`src/rtl/o_serdes_mc.sv`:
```
// o_serdes_mc: multi-lane parallel-to-serial output stage with a one-word
// holding buffer, PLL-lock gating and a channel-bond alignment start.
module o_serdes_mc #(
    parameter string       DATA_RATE  = "SDR",
    parameter int unsigned WIDTH      = 4,
    parameter int unsigned NUM_LANES  = 2,
    parameter logic        IDLE_VALUE = 1'b0
) (
    input  logic                                                   CLK_IN,
    input  logic                                                   RST,
    input  logic [NUM_LANES*WIDTH-1:0]                             D,
    input  logic                                                   DATA_VALID,
    output logic                                                   DATA_READY,
    input  logic                                                   OE_IN,
    input  logic                                                   PLL_LOCK,
    input  logic                                                   CHANNEL_BOND_SYNC_IN,
    output logic [NUM_LANES*((DATA_RATE == "DDR") ? 2 : 1)-1:0]    Q,
    output logic                                                   OE_OUT,
    output logic                                                   CHANNEL_BOND_SYNC_OUT,
    output logic                                                   UNDERRUN
);

    localparam int unsigned BPC   = (DATA_RATE == "DDR") ? 2 : 1;
    localparam int unsigned N     = WIDTH / BPC;
    localparam int unsigned CNT_W = (N > 1) ? $clog2(N) : 1;
    localparam int unsigned DW    = NUM_LANES * WIDTH;
    localparam logic [CNT_W-1:0] CNT_LAST  = CNT_W'(N - 1);
    localparam logic [DW-1:0]    IDLE_FILL = {DW{IDLE_VALUE}};

    typedef enum logic [1:0] {
        ST_WAIT_LOCK = 2'd0,
        ST_SYNC      = 2'd1,
        ST_RUN       = 2'd2
    } state_e;

    state_e                         state_q, state_d;
    logic [CNT_W-1:0]               cnt_q, cnt_d;
    logic                           buf_valid_q, buf_valid_d;
    logic [DW-1:0]                  buf_data_q, buf_data_d;
    logic                           buf_oe_q, buf_oe_d;
    logic [NUM_LANES-1:0][WIDTH-1:0] shift_q, shift_d;
    logic                           oe_q, oe_d;
    logic                           sync_out_q, sync_out_d;
    logic                           underrun_q, underrun_d;
    logic                           load_c;
    logic                           accept_c;

    // State register
    always_ff @(posedge CLK_IN or posedge RST) begin
        if (RST) begin
            state_q <= ST_WAIT_LOCK;
        end else begin
            state_q <= state_d;
        end
    end

    // Next-state: lock loss wins from any state, sync strobe only honoured in SYNC
    always_comb begin
        state_d = state_q;
        if (!PLL_LOCK) begin
            state_d = ST_WAIT_LOCK;
        end else begin
            case (state_q)
                ST_WAIT_LOCK: state_d = ST_SYNC;
                ST_SYNC:      if (CHANNEL_BOND_SYNC_IN) state_d = ST_RUN;
                ST_RUN:       state_d = ST_RUN;
                default:      state_d = ST_WAIT_LOCK;
            endcase
        end
    end

    // Output/datapath: handshake, buffer, shifters, slot counter and flags
    always_comb begin
        load_c      = PLL_LOCK &&
                      ((state_q == ST_SYNC && CHANNEL_BOND_SYNC_IN) ||
                       (state_q == ST_RUN  && cnt_q == CNT_LAST));
        DATA_READY  = (state_q != ST_WAIT_LOCK) && (!buf_valid_q || load_c);
        accept_c    = DATA_VALID && DATA_READY;

        cnt_d       = cnt_q;
        buf_valid_d = buf_valid_q;
        buf_data_d  = buf_data_q;
        buf_oe_d    = buf_oe_q;
        shift_d     = shift_q;
        oe_d        = oe_q;
        sync_out_d  = 1'b0;
        underrun_d  = underrun_q;

        if (!PLL_LOCK) begin
            // Lock lost: drop buffered and partially shifted data
            cnt_d       = '0;
            buf_valid_d = 1'b0;
            shift_d     = IDLE_FILL;
            oe_d        = 1'b0;
        end else begin
            if (load_c) begin
                shift_d     = buf_valid_q ? buf_data_q : IDLE_FILL;
                oe_d        = buf_valid_q & buf_oe_q;
                cnt_d       = '0;
                sync_out_d  = 1'b1;
                buf_valid_d = 1'b0;
                if (state_q == ST_RUN && !buf_valid_q) begin
                    underrun_d = 1'b1;
                end
            end else if (state_q == ST_RUN) begin
                cnt_d = cnt_q + CNT_W'(1);
                for (int unsigned l = 0; l < NUM_LANES; l++) begin
                    shift_d[l] = {shift_q[l][WIDTH-BPC-1:0], {BPC{IDLE_VALUE}}};
                end
            end
            // A new word may enter the buffer in the same cycle it is emptied
            if (accept_c) begin
                buf_data_d  = D;
                buf_oe_d    = OE_IN;
                buf_valid_d = 1'b1;
            end
        end
    end

    // Datapath registers
    always_ff @(posedge CLK_IN or posedge RST) begin
        if (RST) begin
            cnt_q       <= '0;
            buf_valid_q <= 1'b0;
            buf_data_q  <= '0;
            buf_oe_q    <= 1'b0;
            shift_q     <= IDLE_FILL;
            oe_q        <= 1'b0;
            sync_out_q  <= 1'b0;
            underrun_q  <= 1'b0;
        end else begin
            cnt_q       <= cnt_d;
            buf_valid_q <= buf_valid_d;
            buf_data_q  <= buf_data_d;
            buf_oe_q    <= buf_oe_d;
            shift_q     <= shift_d;
            oe_q        <= oe_d;
            sync_out_q  <= sync_out_d;
            underrun_q  <= underrun_d;
        end
    end

    // Serial outputs come straight from the top bits of each shifter, MSB first
    for (genvar gl = 0; gl < NUM_LANES; gl++) begin : g_lane
        for (genvar gb = 0; gb < BPC; gb++) begin : g_bit
            assign Q[gl*BPC+gb] = shift_q[gl][WIDTH-1-gb];
        end
    end

    assign OE_OUT                = oe_q;
    assign CHANNEL_BOND_SYNC_OUT = sync_out_q;
    assign UNDERRUN              = underrun_q;

endmodule

```
`config.mk`:
```
export PLATFORM = sky130hd
export DESIGN_NAME = o_serdes_mc
export DESIGN_NICKNAME = d
export VERILOG_FILES = /design/src/rtl/o_serdes_mc.sv
export SDC_FILE = /design/constraint.sdc
export NUM_CORES = 1
export LEC_CHECK = 0
export CORE_MARGIN = 10
export CORE_UTILIZATION = 25
export CTS_CLUSTER_DIAMETER = 40
export DETAILED_ROUTE_END_ITERATION = 6
export RECOVER_POWER = 100
export SLEW_MARGIN = 20
export SYNTH_ARGS = -nofsm -noshare
export SYNTH_HDL_FRONTEND = slang
export SYNTH_SLANG_ARGS = --single-unit
export TNS_END_PERCENT = 20
```
`constraint.sdc`:
```
create_clock -name CLK_IN -period 2.3 [get_ports CLK_IN]
set_input_delay 0.46 -clock CLK_IN [delete_from_list [all_inputs] [get_ports CLK_IN]]
set_output_delay 0.46 -clock CLK_IN [all_outputs]
set_load 0.1 [all_outputs]
```
* Word level (Yosys, flattened, before mapping)
Index checks and enable logic that the tools add are counted.
** Storage, ports and cells
- Logic and storage cells :: 49
- Input bits :: 14
- Output and inout port bits :: 6
- Flip-flop bits (word level) :: 25
** Operators by class
- Reductions and logical operators :: 13
- Bitwise operators :: 1
- Muxes and demuxes :: 17
- Add/subtract/negate cells :: 1
- Equality and inequality tests :: 7
** Operator list (number)
- $mux W8 :: 4
- $mux W2 :: 5
- $mux W1 :: 7
- $logic_and A1 B1 Y1 :: 6
- $ne A3 B1 Y1 const B :: 2
- $pmux W2 S3 :: 1
- $eq A2 B2 Y1 const B :: 2
- $ne A3 B3 Y1 const B :: 1
- $reduce_and A3 Y1 :: 1
- $add A2 B1 Y2 const B :: 1
- $eq A2 B1 Y1 const B :: 1
- $logic_not A2 Y1 :: 1
- $logic_or A1 B1 Y1 :: 2
- $ne A2 B1 Y1 const B :: 1
- $reduce_and A2 Y1 :: 1
- $reduce_bool A2 Y1 :: 1
- $and A1 B1 Y1 :: 1
- $logic_not A1 Y1 :: 1

* Depth between registers and ports, before layout
Gate-level depths: netlist of run 1.
- Word-level depth :: 9
- Depth in mapped cells :: 6
- Mapped depth without buffers :: 5

* Worst setup path after synthesis of run 1
OpenSTA, ideal clock, no wires.
- Kind :: reg-to-output
- Start point :: reg state_q[0]
- End point :: out DATA_READY
- Buffers on the path :: 1
- Required time :: 1.840 ns
- Cell stages (with the launch flop) :: 7
- Data arrival time :: 2.309 ns
- Setup slack :: -0.469 ns
- Cells stage by stage :: dfrtp_1 > inv_1 > ha_1 > a22o_1 > buf_2 > a21oi_1 > nor2_1
** Between the ends
- Word-level cells in the longest chain between the ends :: 6
- Elaborated cells on any way between the ends :: 9
- Classes of those cells :: 2 x eq/ne; 7 x reduce/logical
** Ends and longest elaborated chain
- start, declared :: line 36 : state_e state_q, state_d;
- start signal, assigned :: line 53 : state_q <= state_d;
- $eq A2 B1 Y1 or $eq A2 B2 Y1 (tied branches) :: line 75, 76
- $logic_and A1 B1 Y1, on equally long branches :: line 75, 76
- $logic_or A1 B1 Y1 :: line 75 : ((state_q == ST_SYNC && CHANNEL_BOND_SYNC_IN) ||
- $logic_and A1 B1 Y1 :: line 74 : load_c = PLL_LOCK &&
- $logic_or A1 B1 Y1 :: line 77 : DATA_READY = (state_q != ST_WAIT_LOCK) && (!buf_valid_q || load_c);
- $logic_and A1 B1 Y1 * :: line 77
- end, declared :: line 13 : output logic DATA_READY,
Every way passes the cells marked *; elsewhere a longest branch is shown, timed or not.

* Worst setup path after layout of run 1
- Start point :: reg state_q[1]
- End point :: out DATA_READY
The elaborated chain is that of the path after synthesis.

==> results of run 1 <==
[cell usage after synthesis (all sizes together)]
master	number	area share
a21boi	9	0.056
a21oi	2	0.018
a22o	1	0.0073
a22oi	1	0.010
a31o	1	0.0073
and2	1	0.0052
buf	5	0.029
clkbuf	2	0.0063
dfrtp	25	0.52
ha	4	0.042
inv	4	0.013
mux2	15	0.14
mux2i	3	0.025
nand2	8	0.025
nand3	9	0.038
nand3b	3	0.019
nor2	3	0.0094
nor2b	3	0.016
o21ai	1	0.0042
xnor2	1	0.0073
[critical path: cells and delay by family, from the launching register on]
kind | cells | cell delay [ns]
AND/OR/NAND/NOR | 1 | 0.04
adder cells (fa/ha/maj) | 1 | 0.21
buffers and inverters | 2 | 0.25
flip-flops | 1 | 0.39
AO/OA/AOI/OAI | 2 | 0.50
[routing by layer]
layer | part of all wire | wire length (µm) | track usage | vias to the layer above
li1 | - | - | - | 386
met3 | 0.087 | 218 | 0.0264 | 7
met5 | 0 | 0 | 0 | -
met2 | 0.46 | 1160 | 0.109 | 24
met4 | 0.025 | 63 | 0.0332 | 0
met1 | 0.42 | 1060 | 0.0814 | 395
[power groups by stage]
stage	Sequential, µW	Clock [µW]	Combinational [µW]
finish	650	276	646
CTS	653	286	709
global route	668	306	705
detailed placement	661	0	707
floorplan	700	0	471
global placement	653	0	684
[area by class of cell]
cell class / count / area [µm²]
inverter: 4 / 15.0
multi-input combinational: 65 / 513
clock inverter: 1 / 8.76
timing repair buffer: 24 / 189
clock buffer: 3 / 41.3
sequential: 25 / 626
tap: 54 / 67.6
fill: 486 / 3230
[sequential cells by signal, summed over array words and instances, names as in the netlist]
name,count
OE_OUT,1
state_q,2
UNDERRUN,1
buf_data_q,8
buf_oe_q,1
Q,2
cnt_q,2
buf_valid_q,1
shift_q,6
CHANNEL_BOND_SYNC_OUT,1
[through the flow]
| step | std cells | total power, µW | hold slack (ns) |
|---|---|---|---|
| after floorplan | 101 | 1170 | 0.480 |
| final | 176 | 1570 | 0.481 |
| after global routing | 176 | 1680 | 0.523 |
| after global placement | 172 | 1340 | 0.453 |
| after detailed placement | 172 | 1370 | 0.471 |
| after CTS | 176 | 1650 | 0.492 |
[logic make-up (layout without fill, tap and decap cells)]
kind of cell	after synthesis	after routing	share of synthesized area
AO/OA/AOI/OAI	15	15	0.103
XOR/XNOR	1	1	0.00731
adder cells (fa/ha/maj)	4	4	0.0418
buffers and inverters	11	32	0.0480
flip-flops	25	25	0.522
multiplexers	18	18	0.166
AND/OR/NAND/NOR	27	27	0.112
[final timing paths]
check                      cells after the start                    end
max in group asynchronous                      3  CHANNEL_BOND_SYNC_OUT
max reg2reg                                    5          buf_data_q[3]
min in group asynchronous                      3                   Q[1]
min reg2reg                                    1               UNDERRUN
max                                            6             DATA_READY
min                                            1               UNDERRUN
==> impl_metrics.ini, run 1 <==
[logic_synthesis]
ys_seq_area_frac = 0.522
syn_area_mm2 = 0.00120
ys_seq_elements = 25
synthCells = 101
synth_warnings = 0
syn_nets = 119
yosysUniqueCellTypes = 22
avgSynthCellArea_um2 = 11.9

[timing]
maxSlewHeadroom = 0.117
postLayoutSetupSlackWorst_ns = 0.169
rsz0062_at_grt = false
tightest_slew_ns = 1.32
finalHoldViolations = 0
fmax_mhz = 469
setup_violations = 0
period_minus_slack_ns = 2.13
totalNegativeSetupSlack_ns = 0
fin_skew_ns = 0.00208
maxSlewViolCount = 0
finalCritPeriodShare = 0.926

[run_status]
outcome = finished, final reports clean

[worst_setup_path]
cp-startpoint = state_q[1]
cp_cell_sequence = inv_1 > ha_1 > a22o_1 > a21oi_1 > nor2_4 > buf_6
path_max_fanout = 3
cp-start-kind = register
worst_path_largest_cell_delay_ns = 0.39
arrival_ns = 1.67
ff2ff_setup_slack_ns = 0.42
critPathKind = register to output port
cp.required_ns = 1.84
cp_slowest_cell = dfrtp_1
cp-end-kind = output port
rr_startpoint = state_q[0]

[global_routing]
grt_pass1_wl_um = 4310
antenna_found_initial = 0
track_usage = 0.0694
gr-total-overflow = 0
grt_max_degree = 26
grt_pass1_vias = 877

[die]
die_h_um = 89.2
io_pins = 20
initial_utilization = 0.255
fp.dieArea_mm2 = 0.00796
rows = 25
design.core.area_mm2 = 0.00469
die_w_um = 89.2

[routing]
drc = 0
vias = 812
first_pass_iters = 4
drtIter0Drc = 54
vias_per_cell = 4.61
ant_nets = 0
wl_per_cell_um = 14.2
postRouteWirelength_um = 2500

[clock_network]
htreeDepth = 1
cts_tree = done
numCtsBuffers = 3
ctsHoldBuffers = 0
clockRootBuffer = clkbuf_8
cts_setup_buffers = 0
cts_buffer_depth = 2
ctsResizeCount = 0
cts.sinks = 25
clk_latency_ns = 0.27
clk_pin_slew_ns = 0.09

[pwr]
power_frac_seq = 0.414
switching_power_uw = 626
leakage_uw = 0.000612
clockPowerShare = 0.176
switching_share = 0.398
powerDensity_mw_per_mm2 = 1080
p_int_uw = 947
ir_drop_v = 0.000359
combPwrFrac = 0.411

[placed_design]
postPlaceCellArea_mm2 = 0.00146
place_ws_ns = 0.177
port_buffers = 19
hpwl_um = 1970
gp_congestion = 0.769

[cells_and_area]
layout_commonest_cell = dfrtp_1
diodes = 0
final_core_util = 0.311
nNetsFinal = 141
final_area_mm2 = 0.00146
areaGrowthSynthToFinish_pct = 21.8
layout_common_cells = dfrtp_1 (25), mux2_2 (15), clkdlybuf4s50_1 (11)
layout-drive-gt1-share = 0.230

[job]
maxCapViolCount = 0

[min_path]
hold_start = UNDERRUN
hold_class = register to register
Note: power is estimated with default switching activity, not from simulation.
==> run 2, diff against run 1 <==
==> constraint.sdc (replaced) <==
create_clock -name CLK_IN -period 2.3 [get_ports CLK_IN]
set_input_delay 0.23 -clock CLK_IN [delete_from_list [all_inputs] [get_ports CLK_IN]]
set_output_delay 0.23 -clock CLK_IN [all_outputs]
set_load 0.1 [all_outputs]
==> run 2 against run 1 <==
Net effect:
- sequential share of layout area increased by 0.48 points
- critical path type unchanged
- via count decreased by 3.8%
- power decreased by 2.0%
- non-clock buffer count decreased by 2
- largest power group unchanged
- final cell count decreased by 1.1%
- clock power decreased by 7%
- count of clock-buffer cells in the layout unchanged
- worst setup slack improved by 0.036 ns
- sequential power increased by 1%
- critical endpoint unchanged
==> impl_metrics.ini, run 2 (synthesis results as in run 1) <==
[job]
maxCapViolCount = 0

[cells_and_area]
diodes = 0
largest_reg_flops = 8
regMostFlops = buf_data_q
areaGrowthSynthToFinish_pct = 20.5
top_regs = buf_data_q x8, shift_q x6
nNetsFinal = 139
layout_common_cells = dfrtp_1 (25), mux2_2 (15), clkdlybuf4s50_1 (12)
layout-drive-gt1-share = 0.217
layout_commonest_cell = dfrtp_1

[die]
die_h_um = 89.2
die_w_um = 89.2
design.core.area_mm2 = 0.00469
initial_utilization = 0.255
fp.dieArea_mm2 = 0.00796
rows = 25
io_pins = 20

[timing]
finalHoldViolations = 0
period_minus_slack_ns = 2.09
totalNegativeSetupSlack_ns = 0
setup_violations = 0
tightest_slew_ns = 1.32
fmax_mhz = 477
fin_skew_ns = 0.00470
postLayoutSetupSlackWorst_ns = 0.205
rsz0062_at_grt = false
maxSlewHeadroom = 0.123
maxSlewViolCount = 0
finalCritPeriodShare = 0.911

[routing]
drc = 0
drtIter0Drc = 93
ant_nets = 0
vias_per_cell = 4.49
vias = 781
first_pass_iters = 3
postRouteWirelength_um = 2460
wl_per_cell_um = 14.1

[global_routing]
grt_pass1_vias = 843
grt_max_degree = 26
track_usage = 0.0663
grt_pass1_wl_um = 4110
antenna_found_initial = 0
gr-total-overflow = 0

[worst_setup_path]
cp.required_ns = 2.07
cp-start-kind = register
arrival_ns = 1.86
ff2ff_setup_slack_ns = 0.41
critPathKind = register to output port
reg2regPathDepth = 5
cp-end-kind = output port
path_max_fanout = 11

[pwr]
power_uw = 1540
leakage_uw = 0.000602
ir_drop_v = 0.000368
powerDensity_mw_per_mm2 = 1070

[clock_network]
clockRootBuffer = clkbuf_8
cts_buffer_depth = 2
htreeDepth = 1
ctsHoldBuffers = 0
cts_setup_buffers = 0
clk_pin_slew_ns = 0.09
cts_tree = done
ctsResizeCount = 0
numCtsBuffers = 3
clk_latency_ns = 0.27
cts.sinks = 25

[placed_design]
place_ws_ns = 0.467
hpwl_um = 1850
gp_congestion = 0.737
port_buffers = 19

[run_status]
outcome = finished, final reports clean

[min_path]
min_path_cells = 1
hold_class = register to register
## run 2: metrics by stage
stage / std cells / hold slack, ns / instance area (µm²) / utilization
finish: 174 / 0.483 / 1440 / 0.308
global route: 174 / 0.525 / 1440 / 0.308
CTS: 174 / 0.324 / 1480 / 0.316
detailed placement: 170 / 0.475 / 1440 / 0.306
global placement: 170 / 0.460 / 1440 / 0.306
floorplan: 101 / 0.257 / 1200 / -
## run 2: path summary, 6_finish.rpt
kind,startpoint,to
worst max-delay path,state_q[0],DATA_READY
worst min register to register,UNDERRUN,UNDERRUN
min in group asynchronous,RST,UNDERRUN
worst max register to register,state_q[0],buf_data_q[2]
worst min-delay path,UNDERRUN,UNDERRUN
max in group asynchronous,RST,state_q[0]
## run 2: layout make-up
type | count | area (µm²)
multi-input combinational | 65 | 510
clock inverter | 1 | 5.00
fill | 495 | 3250
clock buffer | 3 | 41.3
sequential | 25 | 626
timing repair buffer | 22 | 179
tap | 54 | 67.6
inverter | 4 | 15.0
## run 2: layer usage
| layer | GRT usage | vias up | share of wire |
|---|---|---|---|
| met5 | 0 | - | 0 |
| met4 | 0.0303 | 0 | 0.014 |
| met3 | 0.0264 | 4 | 0.082 |
| met2 | 0.106 | 17 | 0.45 |
| met1 | 0.0756 | 374 | 0.45 |
| li1 | - | 386 | - |
## run 2: power breakdown
| group | internal, µW | switching (µW) | total [µW] |
|---|---|---|---|
| clock | 121 | 136 | 258 |
| sequential | 564 | 93.1 | 658 |
| combinational | 244 | 382 | 626 |
## run 2: worst max-delay path, stage by stage (launching register included)
cell and delay [ns]:
dfrtp_1 0.41, inv_1 0.09, ha_1 0.21, a22o_1 0.40, a21oi_1 0.15, nor2_2 0.11, buf_6 0.23
